[src/rtl/packet_output_arbiter.sv]
`default_nettype none
// ============================================================================
// Module   : packet_output_arbiter
// Purpose  : Wormhole round-robin arbiter sharing one downstream flit buffer
//            among N_IN upstream buffers. Grants lock at a header and release
//            after the tail. Credit counter tracks downstream free slots.
// Options  : define ARB_LOCK_TIMEOUT_EN to release a lock that stalls for
//            TIMEOUT consecutive clocks.
// Revision : 1.0 - initial release
// ============================================================================
module packet_output_arbiter #(
  parameter int N_IN    = 4,
  parameter int WIDTH   = 10,
  parameter int ADDR_W  = 3,
  parameter int CREDITS = 5,
  parameter int TIMEOUT = 15
) (
  input  logic                  clk,
  input  logic                  rst_n,
  input  logic [N_IN-1:0]       in_valid,
  input  logic [N_IN*WIDTH-1:0] in_flit,
  output logic [N_IN-1:0]       pop,
  output logic [WIDTH-1:0]      out_flit,
  output logic                  out_push,
  input  logic                  credit_ret,
  output logic [N_IN-1:0]       grant,
  output logic [ADDR_W-1:0]     credit_cnt,
  output logic                  proto_err
);

  localparam int                IDX_W      = (N_IN > 1) ? $clog2(N_IN) : 1;
  localparam logic [IDX_W-1:0]  IDX_LAST   = IDX_W'(N_IN - 1);
  localparam logic [IDX_W:0]    IDX_COUNT  = (IDX_W + 1)'(N_IN);
  localparam logic [ADDR_W-1:0] CREDIT_MAX = ADDR_W'(CREDITS);

  typedef enum logic [1:0] {
    S_IDLE = 2'd0,
    S_XFER = 2'd1,
    S_GAP  = 2'd2
  } state_t;

  state_t            r_state, w_state_nx;
  logic [IDX_W-1:0]  r_gidx, w_gidx_nx;
  logic [IDX_W-1:0]  r_rr, w_rr_nx;
  logic              r_sent, w_sent_nx;   // first flit of the packet already sent
  logic              r_tail, w_tail_nx;   // last flit sent closed the packet
  logic [N_IN-1:0]   r_grant, w_grant_nx;
  logic [N_IN-1:0]   r_pop, w_pop_nx;
  logic [WIDTH-1:0]  r_out_flit, w_flit_nx;
  logic              r_out_push, w_push_nx;
  logic              r_err, w_err_nx;
  logic [ADDR_W-1:0] r_credit, w_credit_nx;
  logic              w_ret_ovf;
  logic              w_release;

  logic [N_IN-1:0]   w_elig;
  logic [N_IN-1:0]   w_rot;
  logic [IDX_W-1:0]  w_off;
  logic [IDX_W:0]    w_sum;
  logic [IDX_W-1:0]  w_pick;
  logic              w_gvalid;
  logic [WIDTH-1:0]  w_gflit;

`ifdef ARB_LOCK_TIMEOUT_EN
  localparam int             TO_W       = $clog2(TIMEOUT + 1);
  localparam logic [TO_W-1:0] STALL_LAST = TO_W'(TIMEOUT - 1);
  logic [TO_W-1:0] r_stall, w_stall_nx;
`else
  logic w_unused_timeout;
  assign w_unused_timeout = (TIMEOUT > 0);
`endif

  // Per-input eligibility (valid header at the head) and the owner's head flit.
  always_comb begin
    w_elig   = '0;
    w_gvalid = 1'b0;
    w_gflit  = '0;
    for (int i = 0; i < N_IN; i++) begin
      w_elig[i] = in_valid[i] & in_flit[i*WIDTH + WIDTH - 2];
      if (r_gidx == IDX_W'(i)) begin
        w_gvalid = in_valid[i];
        w_gflit  = in_flit[i*WIDTH +: WIDTH];
      end
    end
  end

  // Round-robin pick: rotate so r_rr sits at bit 0, take the lowest set bit.
  always_comb begin
    w_rot = N_IN'({w_elig, w_elig} >> r_rr);
    w_off = '0;
    for (int k = N_IN - 1; k >= 0; k--) begin
      if (w_rot[k]) w_off = IDX_W'(k);
    end
    w_sum = {1'b0, r_rr} + {1'b0, w_off};
    if (w_sum >= IDX_COUNT) w_sum = w_sum - IDX_COUNT;
    w_pick = w_sum[IDX_W-1:0];
  end

  // Credit update: a visible push consumes a slot, credit_ret frees one.
  always_comb begin
    w_ret_ovf   = credit_ret & ~r_out_push & (r_credit == CREDIT_MAX);
    w_credit_nx = r_credit;
    if (r_out_push & ~credit_ret)
      w_credit_nx = r_credit - ADDR_W'(1);
    else if (credit_ret & ~r_out_push & ~w_ret_ovf)
      w_credit_nx = r_credit + ADDR_W'(1);
  end

  // Next-state and registered-output decode for the packet lock FSM.
  always_comb begin
    w_state_nx = r_state;
    w_gidx_nx  = r_gidx;
    w_rr_nx    = r_rr;
    w_sent_nx  = r_sent;
    w_tail_nx  = r_tail;
    w_grant_nx = r_grant;
    w_pop_nx   = '0;
    w_push_nx  = 1'b0;
    w_flit_nx  = r_out_flit;
    w_err_nx   = w_ret_ovf;
    w_release  = 1'b0;
`ifdef ARB_LOCK_TIMEOUT_EN
    w_stall_nx = '0;
`endif
    case (r_state)
      S_IDLE: begin
        if (|w_elig) begin
          w_gidx_nx  = w_pick;
          w_grant_nx = N_IN'(1) << w_pick;
          w_sent_nx  = 1'b0;
          w_state_nx = S_XFER;
        end
      end
      S_XFER: begin
        if (w_gvalid && w_gflit[WIDTH-2] && r_sent) begin
          // A new header inside an open packet: abort, leave it queued.
          w_err_nx  = 1'b1;
          w_release = 1'b1;
        end else if (w_gvalid && (r_credit != '0)) begin
          w_pop_nx   = r_grant;
          w_push_nx  = 1'b1;
          w_flit_nx  = w_gflit;
          w_sent_nx  = 1'b1;
          w_tail_nx  = w_gflit[WIDTH-1];
          w_state_nx = S_GAP;
        end else begin
`ifdef ARB_LOCK_TIMEOUT_EN
          if (r_stall == STALL_LAST) begin
            w_err_nx  = 1'b1;
            w_release = 1'b1;
          end else begin
            w_stall_nx = r_stall + TO_W'(1);
          end
`endif
        end
      end
      S_GAP: begin
        if (r_tail) w_release = 1'b1;
        else        w_state_nx = S_XFER;
      end
      default: w_state_nx = S_IDLE;
    endcase
    if (w_release) begin
      w_state_nx = S_IDLE;
      w_grant_nx = '0;
      w_rr_nx    = (r_gidx == IDX_LAST) ? '0 : r_gidx + IDX_W'(1);
    end
  end

  // State and output registers; reset aborts any packet in flight.
  always_ff @(posedge clk or negedge rst_n) begin
    if (!rst_n) begin
      r_state    <= S_IDLE;
      r_gidx     <= '0;
      r_rr       <= '0;
      r_sent     <= 1'b0;
      r_tail     <= 1'b0;
      r_grant    <= '0;
      r_pop      <= '0;
      r_out_flit <= '0;
      r_out_push <= 1'b0;
      r_err      <= 1'b0;
      r_credit   <= CREDIT_MAX;
`ifdef ARB_LOCK_TIMEOUT_EN
      r_stall    <= '0;
`endif
    end else begin
      r_state    <= w_state_nx;
      r_gidx     <= w_gidx_nx;
      r_rr       <= w_rr_nx;
      r_sent     <= w_sent_nx;
      r_tail     <= w_tail_nx;
      r_grant    <= w_grant_nx;
      r_pop      <= w_pop_nx;
      r_out_flit <= w_flit_nx;
      r_out_push <= w_push_nx;
      r_err      <= w_err_nx;
      r_credit   <= w_credit_nx;
`ifdef ARB_LOCK_TIMEOUT_EN
      r_stall    <= w_stall_nx;
`endif
    end
  end

  assign pop        = r_pop;
  assign out_flit   = r_out_flit;
  assign out_push   = r_out_push;
  assign grant      = r_grant;
  assign credit_cnt = r_credit;
  assign proto_err  = r_err;

endmodule
`default_nettype wire

[config.mk]
export PLATFORM = sky130hd
export DESIGN_NAME = packet_output_arbiter
export DESIGN_NICKNAME = d
export VERILOG_FILES = /design/src/rtl/packet_output_arbiter.sv
export SDC_FILE = /design/constraint.sdc
export NUM_CORES = 1
export LEC_CHECK = 0
export CAP_MARGIN = 40
export CORE_MARGIN = 1
export CORE_UTILIZATION = 65
export CTS_BUF_LIST = sky130_fd_sc_hd__clkbuf_4
export CTS_CLUSTER_SIZE = 28
export DETAILED_ROUTE_END_ITERATION = 6
export DONT_BUFFER_PORTS = 1
export PLACE_DENSITY_LB_ADDON = 0.12
export SLEW_MARGIN = 30
export SYNTH_ARGS = -nofsm -noshare
export SYNTH_HDL_FRONTEND = slang
export SYNTH_SLANG_ARGS = --single-unit
[constraint.sdc]
create_clock -name clk -period 2.5 [get_ports clk]
set_clock_uncertainty 0.15 [all_clocks]
set_input_delay 0.5 -clock clk [delete_from_list [all_inputs] [get_ports clk]]
set_output_delay 0.5 -clock clk [all_outputs]
set_load 0.05 [all_outputs]
==> flow_metrics.py <==
metrics = {
    "die": {
        "dieArea_um2": 3380,
        "die_y_um": 58.2,
        "start_util": 0.677,
        "core-area_um2": 3030,
        "die_w_um": 58.2,
        "rows": 20,
        "boundaryPins": 70,
    },
    "clocking": {
        "post_cts_buffers": 0,
        "root_buffer": "clkbuf_4",
        "clk_latency_ns": 0.31,
        "cts_tree": "done",
        "clock_path_buffers": 2,
        "cts_buffers": 5,
        "clk_pin_slew_ns": 0.09,
        "cts_sinks": 30,
        "cts_max_level": 2,
    },
    "detailed_routing": {
        "dr_total_vias": 1748,
        "first_pass_iters": 4,
        "ant_nets": 0,
        "via_per_inst": 6.45,
        "wl_um": 4470,
        "drtIter0Drc": 83,
        "m1WireLength_um": 1880,
        "dr_wl_met3_um": 266,
        "wl_per_cell_um": 16.5,
        "drc": 0,
        "top_layer_used": "met4",
        "dr_wl_met2_um": 2270,
    },
    "synthesis": {
        "yosysTopAreaCell": "dfrtp_1",
        "netlist.area_leader.share": 0.342,
        "synth_area_leaders": "dfrtp_1 (34%), ha_1 (5.5%), nand2_1 (4.8%)",
        "syn_area_um2": 2050,
        "syn_inst": 217,
        "synth_nets": 274,
        "ys_types": 43,
        "synth.avg_cell_area_um2": 9.45,
        "ys_ff_latch": 30,
        "synth_edf_count": 0,
        "ys_seq_area_frac": 0.367,
        "async_flop_share": 1.00,
        "yosysWarnings": 0,
        "synth_ff_type": "dfrtp_1",
    },
    "power": {
        "pwr_density_cell_nw_per_um2": 1450,
        "p_leak_nw": 0.962,
        "power_mw": 3.20,
        "vdd_ir_drop_max_mv": 0.683,
    },
    "critical_path": {
        "startpoint_type": "register",
        "cp_slowest_cell": "dfrtp_1",
        "path_class": "register to register",
        "arrival_ns": 2.44,
        "worstPathRequired_ns": 2.55,
        "crit_family": "simple AND/OR/NAND/NOR gates",
        "crit_fanout": 10,
        "crit_start": "r_gidx[1]$_DFFE_PN0P_",
        "cp_num_buf_inv": 2,
        "r2r-end": "out_flit[5]$_DFFE_PN0P_",
        "r2r_cells": 8,
        "crit_chain": "inv_1, ha_1, nand3b_1, a221oi_2, and2_4, and3_2, buf_12, mux2_2",
        "critPathCapture": "out_flit[5]$_DFFE_PN0P_",
        "crit_cells": 8,
        "cp_slowest_stage_delay_ns": 0.40,
        "r2r_slack_ns": 0.11,
        "end_kind": "register",
        "timing.rr.start": "r_gidx[1]$_DFFE_PN0P_",
    },
    "sta": {
        "rsz0062_at_grt": "false",
        "fmax_mhz": 419,
        "relSlewSlack": 0.589,
        "hold_violations": 0,
        "maxSlewViolCount": 0,
        "worstMarginPinSlew_ns": 0.611,
        "period_share": 0.955,
        "min_period_ns": 2.39,
        "fin_setup_tns_ns": 0,
        "finalSetupViolations": 0,
    },
    "run_status": {
        "status": "completed",
    },
    "finish": {
        "synthToLayoutAreaGrowth_pct": 7.99,
        "final_layout_size_suffix_gt1_frac": 0.220,
        "num-nets-final": 283,
        "n_fill_cell": 236,
        "diodes": 0,
        "finalNonFillerCells": 271,
    },
    "hold_path": {
        "min_from": "credit_ret",
        "min_path_type": "input pin to register",
        "whs_path_depth": 2,
    },
    "flow_run": {
        "maxCapViolCount": 0,
    },
    "global_route": {
        "grt.total_usage": 0.272,
        "grt_max_degree": 31,
        "grt_first_pass_wirelength_um": 7040,
        "antenna_found_initial": 0,
        "gr-total-overflow": 0,
        "grt_pass1_vias": 1593,
    },
    "placed_design": {
        "port_buffers": 0,
        "dp_cells": 261,
        "dpl.hpwl_um": 3410,
        "place_congestion": 0.869,
    },
}
cells in the final DEF, fill, tap and decap left out, types with 5 or more instances in the layout:
cell / n
inv_1: 10
mux2_2: 8
dfrtp_1: 28
a211oi_1: 6
o31ai_1: 11
a221oi_1: 9
nand3_1: 6
mux2_4: 5
a31oi_1: 5
clkbuf_4: 6
nor2b_1: 6
buf_4: 10
nor2_1: 8
and2b_2: 5
ha_1: 9
nand2_1: 26
a21oi_1: 8
o21ai_0: 12
nor3b_1: 5
worst min path at each step:
stage / slack [ns] / endpoint
final: 0.26 / credit_cnt[1]$_DFFE_PN0P_
after global routing: 0.25 / credit_cnt[1]$_DFFE_PN0P_
after CTS: 0.25 / credit_cnt[1]$_DFFE_PN0P_
after detailed placement: 0.05 / pop[2]$_DFF_PN0_
after global placement: 0.06 / pop[3]$_DFF_PN0_
after floorplan: 0.05 / credit_cnt[1]$_DFFE_PN0P_
repair_timing:
item / in CTS / in global routing
setup endpoints to repair: 0 / 12
resized for setup: 0 / 3
hold buffers: 2 / 0
endpoints found under the hold margin: 30 / 0
cell families after synthesis:
logic type	after synthesis	share of synthesized area
buf+inv	21	0.0574
flops	30	0.367
fa+ha+maj	10	0.0647
simple gates	79	0.209
compound gates	64	0.221
mux	13	0.0805
power breakdown:
group	total, mW	internal [mW]	switching (mW)
Sequential	1.29	0.695	0.600
Combinational	1.64	0.760	0.878
Clock	0.271	0.116	0.154
through the flow:
stage	util	hold slack (ns)	area, um^2	setup WS, ns
6_report	0.731	0.263	2210	0.113
5_1_grt	0.731	0.250	2210	0.00869
4_1_cts	0.728	0.251	2200	0.00951
3_5_place_dp	0.700	0.0550	2120	0.0277
3_3_place_gp	0.700	0.0550	2120	0.162
2_1_floorplan	-	0.0544	2050	0.236
final cells by class:
class	count	area [um^2]	share of cell area
well taps	44	55.1	0.0249
clock inverters	2	8.76	0.00395
multi-input cells	166	1190	0.537
clock buffers	6	45.0	0.0203
repair buffers	13	125	0.0565
flip-flops and latches	30	753	0.340
inverters	10	37.5	0.0169
metal layers:
layer | track usage | vias to the layer above
li1 | - | 825
met4 | 0.0884 | 0
met5 | 0 | -
met2 | 0.453 | 68
met1 | 0.334 | 847
met3 | 0.0871 | 8
synthesized netlist by cell type, types with 6 or more instances:
| cell | number |
|---|---|
| nand2_1 | 26 |
| nand3_1 | 6 |
| o31ai_1 | 11 |
| nor2b_1 | 6 |
| nor2_1 | 8 |
| o21ai_0 | 12 |
| a211oi_1 | 6 |
| a221oi_1 | 10 |
| a21oi_1 | 8 |
| ha_1 | 9 |
| dfrtp_1 | 28 |
| mux2_2 | 8 |
| inv_1 | 10 |
registers in the layout, indices dropped and copies added, names as in the netlist:
name        flops
credit_cnt      3
grant           4
out_flit        9
out_push        1
pop             4
proto_err       1
r_gidx          2
r_rr            2
r_sent          1
r_state         2
r_tail          1
Note: power is estimated with default switching activity, not from simulation.
